## src/rtl/core_issue_ctrl_pkg.sv

```systemverilog
// Shared types for the issue controller: decode record, register numbering, mul FSM states.
package core_issue_ctrl_pkg;

    localparam int NUM_REGS_DEF   = 16;
    localparam int MUL_CYCLES_DEF = 4;
    localparam int REG_W          = $clog2(NUM_REGS_DEF);

    typedef logic [REG_W-1:0]        reg_num;
    typedef logic [NUM_REGS_DEF-1:0] reg_mask;

    typedef enum logic [0:0] {MUL_IDLE = 1'b0, MUL_BUSY = 1'b1} mul_state;

    typedef struct packed {
        logic execute;
        logic mul;
        logic writeback;
        logic uses_ra;
        logic uses_rb;
    } insn_ctrl;

    typedef struct packed {
        reg_num rd;
        reg_num ra;
        reg_num rb;
    } insn_data;

    typedef struct packed {
        insn_ctrl    ctrl;
        insn_data    data;
        logic [31:0] pc;
    } insn_decode;

endpackage

```

## src/rtl/core_issue_mul_timer.sv

```systemverilog
// Multiplier occupancy timer: IDLE/BUSY FSM with a down-counter; mul_done marks the last busy cycle.
module core_issue_mul_timer
    import core_issue_ctrl_pkg::*;
#(
    parameter int MUL_CYCLES = MUL_CYCLES_DEF
) (
    input  logic clk,
    input  logic rst_n,
    input  logic start,
    output logic mul_busy,
    output logic mul_done
);

    localparam int CNT_W = (MUL_CYCLES > 1) ? $clog2(MUL_CYCLES) : 1;

    mul_state         state;
    logic [CNT_W-1:0] cnt;

    always_ff @(posedge clk or negedge rst_n) begin
        if (!rst_n) begin
            state <= MUL_IDLE;
            cnt   <= '0;
        end else begin
            case (state)
                MUL_IDLE: if (start) begin
                    state <= MUL_BUSY;
                    cnt   <= CNT_W'(MUL_CYCLES - 1);
                end
                MUL_BUSY: begin
                    if (cnt == '0) state <= MUL_IDLE;
                    else           cnt   <= cnt - 1'b1;
                end
                default: state <= MUL_IDLE;
            endcase
        end
    end

    assign mul_busy = (state == MUL_BUSY);
    assign mul_done = mul_busy && (cnt == '0);

endmodule

```

## src/rtl/core_issue_ctrl.sv

```systemverilog
// Issue controller: register scoreboard, hazard/stall/issue logic, branch flush, mul sequencing.
// Optional CORE_ISSUE_WB_BYPASS_EN lets a reader issue in the same cycle its producer writes back.
module core_issue_ctrl
    import core_issue_ctrl_pkg::*;
#(
    parameter int NUM_REGS   = NUM_REGS_DEF,
    parameter int MUL_CYCLES = MUL_CYCLES_DEF
) (
    input  logic       clk,
    input  logic       rst_n,
    input  insn_decode dec,
    input  logic       ex_stall,
    input  logic       branch_taken,
    input  logic       wb_valid,
    input  reg_num     wb_rd,
    output logic       stall,
    output logic       flush,
    output logic       issue,
    output logic       mul_busy,
    output logic       mul_done
);

    logic [NUM_REGS-1:0] pend, pend_chk, wb_mask, set_mask;
    logic                hazard;
    logic                unused_pc;
    insn_ctrl            c;

    assign c         = dec.ctrl;
    assign unused_pc = ^dec.pc;
    assign wb_mask   = wb_valid ? (NUM_REGS'(1) << wb_rd) : '0;

`ifdef CORE_ISSUE_WB_BYPASS_EN
    // Regfile is write-through, so a register being written this cycle is already readable.
    assign pend_chk = pend & ~wb_mask;
`else
    assign pend_chk = pend;
`endif

    assign hazard = (c.uses_ra   & pend_chk[dec.data.ra])
                  | (c.uses_rb   & pend_chk[dec.data.rb])
                  | (c.writeback & pend_chk[dec.data.rd])
                  | (c.mul       & mul_busy);

    assign flush = branch_taken;
    assign stall = c.execute & (hazard | ex_stall) & ~flush;
    assign issue = c.execute & ~hazard & ~ex_stall & ~flush;

    assign set_mask = (issue & c.writeback) ? (NUM_REGS'(1) << dec.data.rd) : '0;

    // Set is applied after clear: the issuing insn is younger than the one writing back.
    always_ff @(posedge clk or negedge rst_n) begin
        if (!rst_n) pend <= '0;
        else        pend <= ((pend & ~wb_mask) | set_mask) & ~NUM_REGS'(1);
    end

    core_issue_mul_timer #(.MUL_CYCLES(MUL_CYCLES)) u_mul (
        .clk      (clk),
        .rst_n    (rst_n),
        .start    (issue & c.mul),
        .mul_busy (mul_busy),
        .mul_done (mul_done)
    );

endmodule
```

## config.mk

```make
export PLATFORM = sky130hd
export DESIGN_NAME = core_issue_ctrl
export DESIGN_NICKNAME = d
export VERILOG_FILES = /design/src/rtl/core_issue_ctrl_pkg.sv /design/src/rtl/core_issue_mul_timer.sv /design/src/rtl/core_issue_ctrl.sv
export SDC_FILE = /design/constraint.sdc
export NUM_CORES = 1
export LEC_CHECK = 0
export CORE_MARGIN = 2
export CORE_UTILIZATION = 38
export DETAILED_ROUTE_END_ITERATION = 8
export GPL_TIMING_DRIVEN = 0
export MAX_ROUTING_LAYER = met4
export PLACE_DENSITY = 0.76
export SETUP_SLACK_MARGIN = 0.5
export SLEW_MARGIN = 10
export SYNTH_ARGS = -nofsm -noshare
export SYNTH_HDL_FRONTEND = slang
export SYNTH_SLANG_ARGS = --single-unit
```

## constraint.sdc

```tcl
create_clock -name clk -period 2.5 [get_ports clk]
set_input_delay 0.5 -clock clk [delete_from_list [all_inputs] [get_ports clk]]
set_output_delay 0.5 -clock clk [all_outputs]
set_load 0.05 [all_outputs]
```

# [Word-level counts from Yosys, hierarchy flattened]
# Cells that the tools add are included.
[totals] register_bits=18 inputBits=58 output_inout_bits=5
[classes] n_addsub=1 magnitude_cmp=3 n_eq_ne=2 shifts=2 n_mux=14 bitwise_logic=22 reduce_logical=3
[op_table] cell="$mux W16" n=2
[op_table] cell="$shl A1 B4 Y16 const A" n=2
[op_table] cell="$and A16 B16 Y16" n=1
[op_table] cell="$not A16 Y16" n=1
[op_table] cell="$or A16 B16 Y16" n=1
[op_table] cell="$lt A4 B5 Y1 const B" n=3
[op_table] cell="$bmux W1 S4" n=3
[op_table] cell="$and A1 B1 Y1" n=11
[op_table] cell="$mux W1" n=5
[op_table] cell="$mux W2" n=2
[op_table] cell="$not A1 Y1" n=4
[op_table] cell="$or A1 B1 Y1" n=4
[op_table] cell="$pmux W2 S2" n=1
[op_table] cell="$logic_not A2 Y1" n=1
[op_table] cell="$ne A2 B1 Y1 const B" n=1
[op_table] cell="$ne A2 B2 Y1 const B" n=1
[op_table] cell="$pmux W1 S2" n=1
[op_table] cell="$reduce_and A2 Y1" n=1
[op_table] cell="$sub A2 B1 Y2 const B" n=1
[op_table] cell="$logic_and A1 B1 Y1" n=1

# [Longest topological paths before layout]
[logic_depth] ltp_word=13 ltp_mapped=8 mapped_depth_nobuf=6

# [Modules after synthesis]
# A second synthesis with hierarchy kept.
[hier_totals] hier_cells=165 hier_area_um2=1571.5
[modules_own_cells] mod="core_issue_ctrl" n_inst=1 cells_each=152 area_each_um2=1422.6
[modules_own_cells] mod="core_issue_mul_timer" n_inst=1 cells_each=13 area_each_um2=148.9

# [Least setup slack after synthesis]
# OpenSTA, ideal clock, no wires.
[synth_path] path_kind="input port to output port" from="in dec[41] (netlist bit)" to="out issue" arrival_ps=2559 t_required_ps=2000 slack_ps=-559 path_stages=7 path_cell_list="clkbuf_1 > mux4_2 > nand2b_1 > nand3_1 > nand3_4 > buf_6 > nor2_1"
[synth_via] elab_chain_len=9
[synth_lines] element="start: declaration" line="core_issue_ctrl.sv:11" rtl="input insn_decode dec,"
[synth_lines] element="$bmux W1 S4" line="core_issue_ctrl.sv:41" rtl="| (c.writeback & pend_chk[dec.data.rd])"
[synth_lines] element="$mux W1 (implied by the code)" line="core_issue_ctrl.sv:41"
[synth_lines] element="$and A1 B1 Y1" line="core_issue_ctrl.sv:41"
[synth_lines] element="$or A1 B1 Y1" line="core_issue_ctrl.sv:41"
[synth_lines] element="$or A1 B1 Y1" line="core_issue_ctrl.sv:42" rtl="| (c.mul & mul_busy);"
[synth_lines] element="$not A1 Y1" line="core_issue_ctrl.sv:46" rtl="assign issue = c.execute & ~hazard & ~ex_stall & ~flush;"
[synth_lines] element="$and A1 B1 Y1 (3 in series)" line="core_issue_ctrl.sv:46"
[synth_lines] element="end: declaration" line="core_issue_ctrl.sv:18" rtl="output logic issue,"
# No other way between the ends. The select of a mux whose other input is x is not followed.

# [Worst setup path after layout]
[layout_path] from="reg pend[13]" to="out stall"
[layout_via] elab_chain_len=9 word_cells_on_any_way=15 classes_between="mux (6); bitwise (9)"
[layout_lines] element="start: declaration" line="core_issue_ctrl.sv:23" rtl="logic [NUM_REGS-1:0] pend, pend_chk, wb_mask, set_mask;"
[layout_lines] element="start signal: assignment" line="core_issue_ctrl.sv:53" rtl="else pend <= ((pend & ~wb_mask) | set_mask) & ~NUM_REGS'(1);"
[layout_lines] element="$bmux W1 S4 (on tied branches)" line="core_issue_ctrl.sv:39, core_issue_ctrl.sv:40"
[layout_lines] element="$mux W1 (on tied branches)" line="core_issue_ctrl.sv:39, core_issue_ctrl.sv:40"
[layout_lines] element="$and A1 B1 Y1 (on tied branches)" line="core_issue_ctrl.sv:39, core_issue_ctrl.sv:40"
[layout_lines] element="$or A1 B1 Y1" line="core_issue_ctrl.sv:40" rtl="| (c.uses_rb & pend_chk[dec.data.rb])"
[layout_lines] element="$or A1 B1 Y1 (*)" line="core_issue_ctrl.sv:41"
[layout_lines] element="$or A1 B1 Y1 (*)" line="core_issue_ctrl.sv:42"
[layout_lines] element="$or A1 B1 Y1 (*)" line="core_issue_ctrl.sv:45" rtl="assign stall = c.execute & (hazard | ex_stall) & ~flush;"
[layout_lines] element="$and A1 B1 Y1 (*) (2 in series)" line="core_issue_ctrl.sv:45"
[layout_lines] element="end: declaration" line="core_issue_ctrl.sv:16" rtl="output logic stall,"
# Mark *: on every way between the ends. The rest lies on a longest branch, timed or not. The select of a mux whose other input is x is not followed.

==> metrics <==
Nets=259; Antenna Nets Post-Route=0; Worst setup SP type=flop; initial antenna violation count=0; Reg-to-Reg End=pend[4]; max-slew violations=0; crit end category=output pin; Post-Syn Instances=141; setup violators final=10; failing checks=negative setup slack; clock root cell=clkbuf_8; Routed WL=5109 um; initial drt markers=116; post-placement cell count=214; Reg2Reg Depth=13; synth cell count leaders=dfrtp_1, o21ai_0, nand2b_1, o41ai_1; worst path required time=2.00 ns; most common cell in the synthesized netlist=dfrtp_1; area share of the largest cell type after synthesis=31.28%; post-route setup slack=-0.1846 ns; WP data arrival=2.18 ns; worst-case vdd ir drop=0.3902 mV; Slew HR=43.21%; R2R Setup Slk=-0.14 ns; Clock Sinks=18; vias per std cell=6.138; vias=1516; Max Fclk=0.3725 GHz; Port-buffer cells=25; clock transition at the registers of the reported paths=0.07 ns; FF-to-FF Start=pend[13]; status=finished with violations; Fin. Hold Viols=0; # H-tree levels=1; Min-Delay Path Class=reg2reg; first-pass GRT wire length=7500 um; DR WL/cell=20.68 um; leak pwr=1.202 nW; RD Place Congestion=0.9052; drt first pass iters=4; crit path kind=reg2out; Die X=65.56 um; Warnings, synthesis=0; Rows=22; dpl hpwl=3069 um; Clock Tree Buf Depth=2; WHS Path Cells=1; Ant. Diodes=0; Avg Cell Area, Syn=10.21 um^2; period utilization=107.4%; post-synth cell types=41; HP Start=u_mul.cnt[0]; post-synthesis sequential area ratio=31.28%; CTS tree=done; worst-margin pin slew=0.8493 ns; Synth area leaders=dfrtp_1, o41ai_2, mux4_2, o21ai_0, mux2i_1; CTS buffer count=3; Seq cells post-synth=18; synth-to-layout area growth=64.29%; Final Critical Period=2.685 ns; I/O pin total=63; CTS Hold Bufs=0; grt ovf=0; post-synth top area cell=dfrtp_1; Die H=65.56 um; syn nets=200; Post-route DRC=0; Most used DFF post-synth=dfrtp_1; Clock Skews=0.002890 ns; CP Max Fanout=4; Starting Density=39.34%; Layout Cells excl Fill=247; Max-Cap Viols=0; Tot GR Track Use=23.96%; area of the core=0.003661 mm^2; largest net degree at the start of global routing=19; Mapped Area=0.001440 mm^2; Async S/R FF share, synth=100.0%; PD cells=522.5 mW/mm^2; worst skew pair latency=0.26 ns; post-layout util=64.63%; hold endpoint=u_mul.cnt[0]; DIE AREA=0.004298 mm^2; Setup TNS Final=-0.8758 ns; RSZ-0062 raised after global routing=true; layout cells sized above 1=46.23%; vias in the first global route=1488; EDFF count, synth=0
-- through the flow --
stage / setup WS (ns) / cell area, um^2 / power, mW / hold slack, ns
3_5_place_dp: -1.231 / 1790 / 0.7775 / 0.4847
6_report: -0.1846 / 2366 / 1.236 / 0.4999
4_1_cts: -0.1269 / 2138 / 1.098 / 0.4942
2_1_floorplan: -0.02554 / 1480 / 0.6382 / 0.2044
3_3_place_gp: -1.213 / 1790 / 0.7577 / 0.4698
5_1_grt: -0.2135 / 2366 / 1.290 / 0.5492
-- routing by layer --
metal | part of all wire, % | global-route usage (%) | up-vias | wire length [um]
li1 | - | - | 673 | -
met1 | 39 | 28.28 | 761 | 1975
met2 | 53 | 40.82 | 69 | 2727
met3 | 5.7 | 4.452 | 13 | 291
met4 | 2.2 | 8.854 | 0 | 114
met5 | 0 | - | - | 0
-- flip-flops by register name, indices dropped and copies added (netlist names) --
register / count
u_mul.mul_busy: 1
u_mul.cnt: 2
pend: 15
-- report_power, final --
part | total (mW) | switching, mW | internal [mW]
Combinational | 0.596 | 0.314 | 0.282
Clock | 0.252 | 0.111 | 0.140
Sequential | 0.389 | 0.0531 | 0.336
Total | 1.24 | 0.478 | 0.758
-- cell usage in the layout, fill, tap and decap left out, types with 3 or more instances in the layout --
master,Yosys,routed
buf_4,1,18
dfrtp_1,18,18
clkdlybuf4s50_1,0,16
o21ai_0,15,15
buf_6,3,12
o41ai_4,0,9
nand2b_1,9,8
mux2i_1,7,7
a21oi_1,7,7
nand2_1,6,6
o41ai_2,7,6
inv_1,5,5
nand3_1,6,4
mux4_2,4,4
nand3b_1,4,4
buf_12,0,4
clkbuf_8,0,4
mux2_2,3,3
nor2b_1,5,3
buf_2,1,3
or2_2,3,3
-- timing repair --
item	CTS	global route
pin swaps	12	3
endpoints found under the setup margin	23	20
setup buffers	21	8
resized for setup	56	25
-- worst max path at each step --
stage | startpoint | end | slack, ns
floorplan | dec[40] | issue | -0.03
global placement | dec[34] | stall | -1.21
detailed placement | dec[34] | stall | -1.23
CTS | pend[15] | stall | -0.13
global route | pend[15] | stall | -0.21
finish | pend[13] | stall | -0.18
-- critical path, cell delays in order, from the launching register on --
cell     delay [ns]
dfrtp_1        0.44
mux4_2         0.48
nor2b_2        0.14
nor3_2         0.07
a31oi_4        0.19
nand3_4        0.12
buf_12         0.15
o21a_4         0.18
buf_6          0.14
-- cells by family after synthesis --
family / after synthesis / share of synthesized area, %
AO/OA/AOI/OAI: 51 / 29.45
AND/OR/NAND/NOR: 42 / 17.98
flip-flops: 18 / 31.28
multiplexers: 16 / 15.03
buffers and inverters: 13 / 5.386
adder cells (fa/ha/maj): 1 / 0.8687
-- layout make-up --
cell class              instances  area, um^2
plain buffers                   8       80.08
inverters                       5       18.77
fillers                       279        1295
well taps                      48       60.06
multi-input cells             110        1166
flip-flops and latches         18       450.4
clock buffers                   4       55.05
repair buffers                 54       535.5
(Power assumes the default switching activity.)
